[src/rtl/arbiter_client.sv]
// ---------------------------------------------------------------------------
// arbiter_client
//
// Requester-side agent for a strict-priority shared-resource arbiter.
// It accepts one burst-write command, raises req and waits for gnt. It then
// streams cmd_len+1 beats onto the shared bus with an incrementing
// (wrapping) address, and pulses end_access with the last beat so the
// arbiter can re-arbitrate. If gnt is lost mid-burst, it pulses abort and
// returns to idle without end_access.
//
// Ports
//   clk, reset            clock; synchronous active-high reset
//   cmd_valid/cmd_ready   command handshake (cmd_ready = idle)
//   cmd_addr, cmd_len     burst start address, beats minus one
//   src_valid/src_ready   write-data handshake (src_ready = transferring)
//   src_data              write data beat
//   req, gnt, end_access  arbiter lane signals
//   bus_en/addr/wdata     registered bus write strobe, address, data
//   busy                  registered, high whenever not idle
//   abort                 one-cycle pulse when gnt drops mid-burst
// ---------------------------------------------------------------------------
module arbiter_client #(
    parameter int DATA_W = 32,
    parameter int ADDR_W = 16,
    parameter int LEN_W  = 4
) (
    input  logic              clk,
    input  logic              reset,
    input  logic              cmd_valid,
    output logic              cmd_ready,
    input  logic [ADDR_W-1:0] cmd_addr,
    input  logic [LEN_W-1:0]  cmd_len,
    input  logic              src_valid,
    output logic              src_ready,
    input  logic [DATA_W-1:0] src_data,
    output logic              req,
    input  logic              gnt,
    output logic              end_access,
    output logic              bus_en,
    output logic [ADDR_W-1:0] bus_addr,
    output logic [DATA_W-1:0] bus_wdata,
    output logic              busy,
    output logic              abort
);

    typedef enum logic [1:0] {
        IDLE = 2'd0,
        REQ  = 2'd1,
        XFER = 2'd2,
        DONE = 2'd3
    } state_t;

    state_t state_reg, state_next;

    logic [ADDR_W-1:0] addr_reg, addr_next;
    logic [LEN_W-1:0]  len_reg, len_next;
    logic [LEN_W-1:0]  count_reg, count_next;

    logic              req_reg, req_next;
    logic              end_access_reg, end_access_next;
    logic              bus_en_reg, bus_en_next;
    logic [ADDR_W-1:0] bus_addr_reg, bus_addr_next;
    logic [DATA_W-1:0] bus_wdata_reg, bus_wdata_next;
    logic              busy_reg, busy_next;
    logic              abort_reg, abort_next;

    // State and registered outputs
    always_ff @(posedge clk) begin
        if (reset) begin
            state_reg      <= IDLE;
            addr_reg       <= '0;
            len_reg        <= '0;
            count_reg      <= '0;
            req_reg        <= 1'b0;
            end_access_reg <= 1'b0;
            bus_en_reg     <= 1'b0;
            bus_addr_reg   <= '0;
            bus_wdata_reg  <= '0;
            busy_reg       <= 1'b0;
            abort_reg      <= 1'b0;
        end else begin
            state_reg      <= state_next;
            addr_reg       <= addr_next;
            len_reg        <= len_next;
            count_reg      <= count_next;
            req_reg        <= req_next;
            end_access_reg <= end_access_next;
            bus_en_reg     <= bus_en_next;
            bus_addr_reg   <= bus_addr_next;
            bus_wdata_reg  <= bus_wdata_next;
            busy_reg       <= busy_next;
            abort_reg      <= abort_next;
        end
    end

    // Next-state and next-output logic
    always_comb begin
        state_next      = state_reg;
        addr_next       = addr_reg;
        len_next        = len_reg;
        count_next      = count_reg;
        req_next        = req_reg;
        end_access_next = 1'b0;
        bus_en_next     = 1'b0;
        bus_addr_next   = bus_addr_reg;
        bus_wdata_next  = bus_wdata_reg;
        abort_next      = 1'b0;

        case (state_reg)
            IDLE: begin
                if (cmd_valid) begin
                    addr_next  = cmd_addr;
                    len_next   = cmd_len;
                    count_next = '0;
                    req_next   = 1'b1;
                    state_next = REQ;
                end
            end

            REQ: begin
                if (gnt) begin
                    state_next = XFER;
                end
            end

            XFER: begin
                // A beat taken this cycle goes out next cycle even if the
                // grant is lost at the same time.
                if (src_valid) begin
                    bus_en_next    = 1'b1;
                    bus_addr_next  = addr_reg;
                    bus_wdata_next = src_data;
                    addr_next      = addr_reg + ADDR_W'(1);
                    count_next     = count_reg + LEN_W'(1);
                end
                if (!gnt) begin
                    abort_next = 1'b1;
                    req_next   = 1'b0;
                    state_next = IDLE;
                end else if (src_valid && (count_reg == len_reg)) begin
                    // end_access is registered alongside the last bus_en
                    req_next        = 1'b0;
                    end_access_next = 1'b1;
                    state_next      = DONE;
                end
            end

            DONE: begin
                state_next = IDLE;
            end

            default: begin
                state_next = IDLE;
            end
        endcase

        busy_next = (state_next != IDLE);
    end

    assign cmd_ready  = (state_reg == IDLE);
    assign src_ready  = (state_reg == XFER);
    assign req        = req_reg;
    assign end_access = end_access_reg;
    assign bus_en     = bus_en_reg;
    assign bus_addr   = bus_addr_reg;
    assign bus_wdata  = bus_wdata_reg;
    assign busy       = busy_reg;
    assign abort      = abort_reg;

endmodule
[config.mk]
export PLATFORM = sky130hd
export DESIGN_NAME = arbiter_client
export DESIGN_NICKNAME = d
export VERILOG_FILES = /design/src/rtl/arbiter_client.sv
export SDC_FILE = /design/constraint.sdc
export NUM_CORES = 1
export LEC_CHECK = 0
export ABC_AREA = 1
export CORE_UTILIZATION = 45
export CTS_CLUSTER_DIAMETER = 120
export DETAILED_ROUTE_END_ITERATION = 8
export MAX_ROUTING_LAYER = met4
export PLACE_DENSITY = 0.79
export SETUP_SLACK_MARGIN = 0.1
export SLEW_MARGIN = 20
export SYNTH_ARGS = -nofsm -noshare
export SYNTH_HDL_FRONTEND = slang
export SYNTH_SLANG_ARGS = --single-unit
[constraint.sdc]
create_clock -name clk -period 1.9 [get_ports clk]
set_clock_uncertainty 0.2 [all_clocks]
set_input_delay 0.19 -clock clk [delete_from_list [all_inputs] [get_ports clk]]
set_output_delay 0.19 -clock clk [all_outputs]
set_load 0.01 [all_outputs]
### Yosys cells after proc, flatten, opt, wreduce, memory -nomap -nowiden

Index checks and enable logic that the tools add are counted.

| operators by class | value |
|---|---|
| multiplexer cells | 18 |
| reductions and logical operators | 10 |
| equal/unequal tests | 7 |
| $add $sub $neg | 2 |
| bitwise operators | 2 |

Operators with widths:

| cell | number |
|---|---|
| $mux W16 | 2 |
| $pmux W16 S2 | 1 |
| $add A16 B1 Y16 const B | 1 |
| $mux W2 | 4 |
| $mux W4 | 2 |
| $pmux W2 S4 | 1 |
| $pmux W4 S2 | 1 |
| $mux W1 | 6 |
| $reduce_and A3 Y1 | 2 |
| $add A4 B1 Y4 const B | 1 |
| $eq A2 B2 Y1 const B | 2 |
| $eq A4 B4 Y1 | 1 |
| $ne A2 B2 Y1 const B | 2 |
| $reduce_and A2 Y1 | 2 |
| $reduce_bool A2 Y1 | 2 |
| $ne A3 B2 Y1 const B | 1 |
| $reduce_or A3 Y1 | 1 |
| $eq A2 B1 Y1 const B | 1 |
| $logic_not A2 Y1 | 1 |
| $not A1 Y1 | 2 |
| $pmux W1 S2 | 1 |
| $reduce_or A2 Y1 | 1 |
| $logic_and A1 B1 Y1 | 1 |

| word-level totals | value |
|---|---|
| word-level logic and storage cells | 50 |
| flip-flop bits (word level) | 79 |

### Logic depth before layout (Yosys ltp)

Gate-level depths: netlist (run 1).

| logic depth | value |
|---|---|
| depth after elaboration | 6 |
| depth in mapped cells | 9 |

### Worst setup path after synthesis (run 1)

OpenSTA, ideal clock, no wires.

| timing | value |
|---|---|
| kind | register -> register |
| start | reg addr_reg[1] |
| end | reg addr_reg[14] |
| path slack | 445 ps |
| setup time | 132 ps |
| period minus slack after synthesis | 1455 ps |
| required time | 1568 ps |
| data arrival time | 1123 ps |
| stages on the path, launching flop included | 9 |
| path through | dfxtp_1 ha_1 nand2_1 nor2_1 nand2_1 o21ai_0 nand3_1 nand2_1 a21oi_1 |

| on the way | value |
|---|---|
| word-level cells in the longest chain between the ends | 3 |

RTL lines:

| what | line | text |
|---|---|---|
| start: declaration | 55 | `logic [ADDR_W-1:0] addr_reg, addr_next;` |
| start signal: assignment | 83 | `addr_reg <= addr_next;` |
| $add A16 B1 Y16 | 133 | `addr_next = addr_reg + ADDR_W'(1);` |
| $mux W16 | 129 | `if (src_valid) begin` |
| $pmux W16 S2 | 109 | `case (state_reg)` |

Every way passes these cells. The select of a mux whose other input is x is not followed.
A chain may end at the register's enable or synchronous reset.

### Worst setup path after layout (run 1)

| timing | value |
|---|---|
| start | reg state_reg[1] |
| end | out src_ready |

| on the way | value |
|---|---|
| word-level cells in the longest chain between the ends | 1 |

RTL lines:

| what | line | text |
|---|---|---|
| start: declaration | 53 | `state_t state_reg, state_next;` |
| start signal: assignment | 82 | `state_reg <= state_next;` |
| $eq A2 B2 Y1 | 161 | `assign src_ready = (state_reg == XFER);` |
| end: declaration | 34 | `output logic src_ready,` |

Every way passes these cells.

==> flow_summary.toml, run 1 <==
[timing]
fmax_mhz = 579
drv_slew = 0
setup_viol = 0
rsz0062_at_grt = "yes"
fin_tns_setup_ps = 0
period_share = 0.909
fin_crit_ps = 1730
relSlewSlack = 0.590
tightest_slew_ps = 615
hold_viol = 0

[global_routing]
grt_overflow_total = 0
grt_pass1_vias = 3021
grt_pass1_wl_um = 13100
grt_max_degree = 53
grt_antenna_before_repair = 0
grt.total_usage = 0.226

[synthesis]
ys.flop_type = "dfxtp_1"
ys_ff_latch = 79
yosysSeqAreaShare = 0.474
synthMuxAreaShare = 0
syn_nets = 529
synthCells = 470
synth_top_area_frac = 0.474
synthTopCellsByCount = "nand2_1, dfxtp_1, a21oi_1"
syn_avg_cell_area_um2 = 7.10
yosysUniqueCellTypes = 28
synth.most_common_cell = "nand2_1"
synth_warnings = 0
synth_top_family_by_area = "simple AND/OR/NAND/NOR gates"
synth_edf_count = 0
synthArstFlopShare = 0
synth_top_cell_by_area = "dfxtp_1"
synth_compound_area_frac = 0.183
synth_xor_area_frac = 0
yosys-top-cells-area = "dfxtp_1, nand2_1, a21oi_1, o21ai_0, inv_1"
synth_simple_gate_area_share = 0.251
synthAdderAreaFrac = 0.00750
synth.cell_area_mm2 = 0.00334

[clock_tree]
cts_sinks = 79
clk_path_buf_depth = 2
tritoncts = "yes"
cts.clk_slew.worst_paths_ps = 80
numCtsBuffers = 9
clk_latency_ps = 340
cts_hold_buf = 0
cts_max_level = 3
cts_root_buf = "clkbuf_8"

[setup_path]
cp-end-kind = "output pin"
crit_arrival_ps = 1340
critPathLaunchType = "flop"
cp.required_ps = 1510
path_class = "reg2out"
path_max_fanout = 22

[drt]
drc = 0
viasPerCell = 4.98
drt_wl_total_um = 8650
wl_met3_um = 365
dr.max_layer_used = "met4"
wl_met1_um = 3860
vias = 3376
drt_iter0_markers = 102
firstDrtPassIters = 4
dr_wl_met2_um = 4270
post_drt_wl_per_cell_um = 12.8
ant_nets = 0

[floorplanning]
die_area_mm2 = 0.00776
die_x_um = 88.1
initial_core_util = 0.463
coreArea_mm2 = 0.00721
rows = 31
boundaryPins = 112
die_h_um = 88.1

[power]
power_leakage_nw = 1.76
max-vdd-ir-drop_mv = 0.390
powerDensity_mw_per_mm2 = 703
pwr-share-seq = 0.533
netSwitchingFraction = 0.262
clockPowerShare = 0.336
combPwrFrac = 0.131
p_sw_mw = 0.868
intPower_mw = 2.44

[status]
status = "finished clean"

[min_path]
hp-class = "in2reg"

[finish]
synthToLayoutAreaGrowth_pct = 41.2
drive_gt1_frac = 0.0639
layoutNonFillerInstCount = 678
postLayoutCellArea_mm2 = 0.00471
nNetsFinal = 634
utilization = 0.653
largest_reg_flops = 32
diodes = 0

[place]
placed_cell_area_mm2 = 0.00453
dp.cells = 663
place.gp.congestion = 0.839
dpl.hpwl_um = 6120
io_buffer_count = 111

[flow_run]
drv_cap = 0
through the flow:
stage,total power [mW],setup WS [ps],hold slack [ps]
after CTS,3.33,102,181
after global placement,2.23,167,251
final,3.31,172,185
after detailed placement,2.24,93.4,257
after global routing,3.45,66.7,185
after floorplan,2.02,445,69.3
metal layers:
metal  vias up  GRT usage
met4         0      0.103
met1      1547      0.258
met5         -          -
met2        87      0.393
met3        13     0.0302
li1       1729          -
power groups by stage:
| stage | Combinational [mW] | Clock [mW] | Sequential [mW] |
|---|---|---|---|
| after detailed placement | 0.433 | 0 | 1.80 |
| after floorplan | 0.215 | 0 | 1.80 |
| final | 0.433 | 1.11 | 1.77 |
| after global routing | 0.481 | 1.20 | 1.77 |
| after global placement | 0.427 | 0 | 1.80 |
| after CTS | 0.435 | 1.13 | 1.77 |
what timing repair did:
action / 4_1_cts / 5_1_grt
setup buffers: 0 / 0
cloned: 0 / 0
gates resized for setup: 1 / 2
endpoints found under the setup margin: 1 / 3
kinds of logic after synthesis:
| logic type | count (synthesis) |
|---|---|
| AO/OA/AOI/OAI | 120 |
| adder cells (fa/ha/maj) | 2 |
| buffers and inverters | 64 |
| flip-flops | 79 |
| AND/OR/NAND/NOR | 205 |
cell usage in the layout (no fill, tap or decap), types with 6 or more instances in the layout:
master,instances
nor2_1,22
clkbuf_8,10
nand2_1,149
a21oi_1,70
dfxtp_1,79
o21ai_0,31
nor3_1,7
clkdlybuf4s50_1,108
inv_1,31
o21ai_1,12
nand3_1,14
buf_4,6
final timing paths:
check / slack [ps] / startpoint / endpoint / depth (start not counted)
worst max-delay path: 170 / state_reg[1] / src_ready / 4
worst min-delay path: 190 / src_data[9] / bus_wdata[9] / 3
worst max register to register: 180 / addr_reg[1] / addr_reg[10] / 7
worst min register to register: 260 / bus_wdata[3] / bus_wdata[3] / 2
worst max-delay path, stage by stage (launching register included):
cell           delay, ps
dfxtp_1              350
inv_2                 60
nor2_4               120
buf_12               180
dlygate4sd2_1        280
area by class of cell:
type / instances / area, µm²
tap: 99 / 124
multi-input combinational: 327 / 1480
clock inverter: 5 / 32.5
timing repair buffer: 120 / 1210
fill: 639 / 2500
clock buffer: 10 / 138
sequential: 79 / 1580
inverter: 38 / 143
Note: power is estimated with default switching activity, not from simulation.
==> run 2: changes to the inputs <==
Settings changed: MAX_ROUTING_LAYER met4 to unset.
==> run 2 against run 1 <==
- critical path depth increased by 3
- clock power is 32% higher
- register-to-register slack hardly changed
- final area rose by 3.1%
- first-iteration DRC count rose by 60%
- die area stayed put
- sequential share of layout area decreased by 0.97 points
- setup slack better by 3.5 ps
- fmax increased by 0.20%
- global-route usage decreased by 0.13 points
- final cell count grew 1.0%
- utilization rose by 2.0 points
- critical path type is now reg2reg
- critical endpoint is now bus_wdata[18]
==> flow_summary.toml, run 2 (synthesis gave the netlist of run 1 again) <==
[global_routing]
met2_usage = 0.400
grt.total_usage = 0.225
gr-usage-met3 = 0.0292
grt_overflow_total = 0
grt_pass1_vias = 3070
use_met1 = 0.277
grt_max_degree = 53
grt_antenna_before_repair = 0
top_usage_layer = "met2"
grt_pass1_wl_um = 13600

[power]
powerDensity_mw_per_mm2 = 758
combPwrFrac = 0.122
intPower_mw = 2.77
p_sw_mw = 0.907
power_leakage_nw = 1.83
pwr-share-seq = 0.480
max-vdd-ir-drop_mv = 0.441
power.total_mw = 3.68
netSwitchingFraction = 0.247
clockPowerShare = 0.398

[clock_tree]
cts_root_buf = "clkbuf_8"
tritoncts = "yes"
numCtsBuffers = 9
cts.clk_slew.worst_paths_ps = 90
clk_latency_ps = 350
clk_path_buf_depth = 2
cts_sinks = 79
cts_max_level = 3
cts_hold_buf = 0

[finish]
layout_commonest_cell = "nand2_1"
drive_gt1_frac = 0.0853
utilization = 0.673
postLayoutCellArea_mm2 = 0.00485
regArea_mm2 = 0.00158
multiInputGateArea_mm2 = 0.00150
mostFrequentLayoutCells = "nand2_1, clkdlybuf4s50_1, dfxtp_1"
nNetsFinal = 640
diodes = 0
synthToLayoutAreaGrowth_pct = 45.5
largest_reg_flops = 32
nFillCells = 619

[timing]
setup_viol = 0
period_share = 0.907
fin_tns_setup_ps = 0
rsz0062_at_grt = "yes"
hold-worst-slack_ps = 179
hold_viol = 0
relSlewSlack = 0.567
fmax_mhz = 580
fin_crit_ps = 1720
tightest_slew_ps = 649
drv_slew = 0

[floorplanning]
coreArea_mm2 = 0.00721
die_area_mm2 = 0.00776
initial_core_util = 0.463
die_x_um = 88.1
boundaryPins = 112
rows = 31
die_h_um = 88.1

[drt]
firstDrtPassIters = 5
post_drt_wl_per_cell_um = 13.0
drt_wl_total_um = 8890
drt_iter0_markers = 163
ant_nets = 0
vias = 3387
drc = 0
viasPerCell = 4.94

[setup_path]
crit_arrival_ps = 1800
path_class = "reg2reg"
cp-end-kind = "flop"
critPathLaunchType = "flop"
endpoint = "bus_wdata[18]"
cp-startpoint = "state_reg[0]"
crit_path_frequent_cell = "buf_4"
r2r_start = "state_reg[0]"
path_max_fanout = 35
timing.rr.end = "bus_wdata[18]"
r2r_slack_ps = 180
slowest_stage = "dfxtp_1"
critPathMaxStageDelay_ps = 400
r2r_cells = 7
cp.required_ps = 1980
crit_chain = "nor2_4 > buf_4 > nand2_2 > buf_4 > buf_4 > nand2_1 > a21oi_1"

[flow_run]
drv_cap = 0

[place]
dpl.hpwl_um = 6060
place.gp.congestion = 0.876
io_buffer_count = 111
placed_cell_area_mm2 = 0.00452

[status]
status = "finished clean"

[min_path]
hp-class = "in2reg"
[run 2: cell count changes in the layout (fill, tap and decap cells not counted), sizes merged]
cell	before	now
buf	10	15
clkinv	6	3
bufinv	0	2
clkbuf	10	12
inv	37	38
[run 2: critical path: cells and delay by family (launching register included)]
kind | cells | cell delay [ps]
compound gates | 1 | 170
buf+inv | 3 | 630
flops | 1 | 400
simple gates | 3 | 260
[run 2: worst min path at each step]
stage | startpoint | cells after the start | to | slack, ps
floorplan | gnt | 1 | abort | 70
global placement | bus_wdata[16] | 2 | bus_wdata[16] | 250
detailed placement | bus_wdata[16] | 2 | bus_wdata[16] | 260
CTS | src_data[20] | 3 | bus_wdata[20] | 180
global route | src_data[20] | 3 | bus_wdata[20] | 190
finish | src_data[6] | 3 | bus_wdata[6] | 180
[run 2: final cells by class]
class,instances,share of cell area
Sequential cell,79,0.326
Timing Repair Buffer,126,0.262
Inverter,38,0.0299
Multi-Input combinational cell,327,0.308
Clock inverter,5,0.0178
Clock buffer,11,0.0312
Tap cell,99,0.0255
[run 2: what timing repair did]
item | 4_1_cts | 5_1_grt
pin swaps | 1 | 1
setup endpoints to repair | 1 | 48
setup buffers | 2 | 1
cloned | 0 | 1
gates resized for setup | 1 | 14
[run 2: routing by layer]
layer	vias to the layer above	wire (µm)	part of all wire
li1	1744	-	-
met2	89	4460	0.50
met3	9	473	0.053
met1	1545	3870	0.43
met4	0	93	0.010
met5	-	0	0
[run 2: metrics by stage]
| stage | instances | setup WS (ps) |
|---|---|---|
| after floorplan | 470 | 445 |
| after global placement | 665 | 164 |
| after detailed placement | 665 | 108 |
| after CTS | 683 | 100 |
| after global routing | 685 | 64.1 |
| final | 685 | 176 |
[run 2: power groups by stage]
stage          Clock (mW)  Sequential (mW)  Combinational [mW]
2_1_floorplan           0             1.80               0.215
3_3_place_gp            0             1.80               0.425
3_5_place_dp            0             1.80               0.432
4_1_cts              1.48             1.77               0.436
5_1_grt              1.55             1.78               0.498
6_report             1.47             1.77               0.449
==> run 3: changes to the inputs <==
Settings changed: PLACE_DENSITY 0.79 to unset, PLACE_DENSITY_LB_ADDON set to 0.12.
==> run 3 against run 2 <==
- register-to-register slack about the same
- hold slack better by 9.7 ps
- final cell count down 0.88%
- fmax up 0.81%
- critical path depth up 1
- highest routed layer unchanged
- critical path type unchanged
- clock power about the same
- die area unchanged
- combinational power down 2%
- sequential share of layout area up 0.56 points
- routed wire length down 2.5%
- power up 0.18%
- clock-buffer cell count down 1
==> flow_summary.toml, run 3 (synthesis gave the netlist of run 1 again) <==
[status]
status = "finished clean"

[setup_path]
endpoint = "addr_reg[14]"
crit_chain = "ha_1 > nand2_1 > nor2_1 > nand2_1 > o21ai_0 > nand3_1 > nand2_1 > a21oi_1"
worst-path-buf-inv = 0
timing.rr.end = "addr_reg[14]"
crit_path_frequent_cell = "nand2_1"
r2r_cells = 8
path_class = "reg2reg"
r2r_start = "addr_reg[0]"
r2r_slack_ps = 190
critPathLaunchType = "flop"
cp-startpoint = "addr_reg[0]"
crit_arrival_ps = 1730
path_max_fanout = 5
slowest_stage = "dfxtp_1"
cp-end-kind = "flop"
crit_cells = 8
cp.required_ps = 1920
worst_path_dominant_cell_family = "simple AND/OR/NAND/NOR gates"
critPathMaxStageDelay_ps = 380

[timing]
fin_tns_setup_ps = 0
fmax_mhz = 585
tightest_slew_ps = 690
drv_slew = 0
fin_crit_ps = 1710
relSlewSlack = 0.539
timing.final.ws_setup_ps = 190
hold_viol = 0
setup_viol = 0
period_share = 0.900
rsz0062_at_grt = "no"

[finish]
layout_commonest_cell = "nand2_1"
diodes = 0
postLayoutCellArea_mm2 = 0.00477
layoutNonFillerInstCount = 679
utilization = 0.662
drive_gt1_frac = 0.0690
synthToLayoutAreaGrowth_pct = 43.0
nFillCells = 639
nNetsFinal = 634
mostFrequentLayoutCells = "nand2_1, clkdlybuf4s50_1, dfxtp_1"
largest_reg_flops = 32

[global_routing]
grt_max_degree = 61
grt_overflow_total = 0
grt_antenna_before_repair = 0
grt.total_usage = 0.222
grt_pass1_wl_um = 13400
grt_pass1_vias = 2987

[power]
p_sw_mw = 0.872
power_leakage_nw = 1.78
combPwrFrac = 0.120
netSwitchingFraction = 0.237
clockPowerShare = 0.401
intPower_mw = 2.82
pwr-share-seq = 0.479
powerDensity_mw_per_mm2 = 773
max-vdd-ir-drop_mv = 0.411

[floorplanning]
initial_core_util = 0.463
die_x_um = 88.1
rows = 31
die_area_mm2 = 0.00776
die_h_um = 88.1
boundaryPins = 112
coreArea_mm2 = 0.00721

[place]
dpl.hpwl_um = 5920
place.gp.congestion = 0.827
placed_cell_area_mm2 = 0.00451
io_buffer_count = 111
pre_cts_ws_ps = 143
dp.cells = 661

[clock_tree]
numCtsBuffers = 9
cts_max_level = 3
cts_root_buf = "clkbuf_8"
cts_hold_buf = 0
cts.clk_slew.worst_paths_ps = 80
cts_sinks = 79
clk_latency_ps = 350
tritoncts = "yes"
clk_path_buf_depth = 2

[drt]
firstDrtPassIters = 5
drt_wl_total_um = 8670
viasPerCell = 4.99
post_drt_wl_per_cell_um = 12.8
drc = 0
ant_nets = 0
drt_iter0_markers = 137
vias = 3389

[flow_run]
drv_cap = 0

[min_path]
hp-class = "in2reg"
## run 3: cell count changes in the layout (fill, tap and decap cells not counted), sizes merged
cell | previous run | this run
bufinv | 2 | 3
inv | 38 | 36
dlymetal6s2s | 1 | 0
buf | 15 | 10
clkbuf | 12 | 11
clkinv | 3 | 5
## run 3: through the flow
step	power [mW]	hold slack, ps
6_report	3.69	189
5_1_grt	3.82	180
4_1_cts	3.70	181
3_5_place_dp	2.24	255
3_3_place_gp	2.23	251
2_1_floorplan	2.02	69.3
## run 3: final cells by class
class / instances / area [µm²] / area share
inverters: 38 / 143 / 0.0299
clock inverters: 6 / 109 / 0.0228
repair buffers: 120 / 1200 / 0.252
well taps: 99 / 124 / 0.0260
clock buffers: 10 / 128 / 0.0267
flip-flops and latches: 79 / 1580 / 0.332
multi-input cells: 327 / 1480 / 0.311
## run 3: repair_timing
action | CTS | global route
pin swaps | 0 | 1
gates cloned | 0 | 0
resized for setup | 2 | 5
buffers inserted | 0 | 2
endpoints found under the hold margin | 0 | 0
endpoints found under the setup margin | 2 | 26
## run 3: how the worst min path moves through the flow
stage / startpoint / endpoint / slack (ps) / cells after the start
floorplan: gnt / abort / 70 / 1
global placement: bus_wdata[30] / bus_wdata[30] / 250 / 2
detailed placement: bus_addr[7] / bus_addr[7] / 250 / 2
CTS: src_data[27] / bus_wdata[27] / 180 / 3
global route: src_data[20] / bus_wdata[20] / 180 / 3
finish: src_data[0] / bus_wdata[0] / 190 / 3
## run 3: routing by layer
layer  up-vias  track usage  wire [µm]
li1       1722            -          -
met1      1551        0.263       3800
met2       105        0.390       4250
met3        11       0.0509        515
met4         0       0.0821        110
met5         -            0          0
## run 3: worst min-delay path, cell delays in order
cell             delay [ps]
clkdlybuf4s50_1         400
nand2_1                  60
a21oi_1                  50
## run 3: power by group through the flow
stage	combinational (mW)	sequential [mW]	clock [mW]
after CTS	0.437	1.76	1.50
after global routing	0.487	1.77	1.56
after global placement	0.428	1.80	0
after floorplan	0.215	1.80	0
final	0.442	1.77	1.48
after detailed placement	0.436	1.80	0
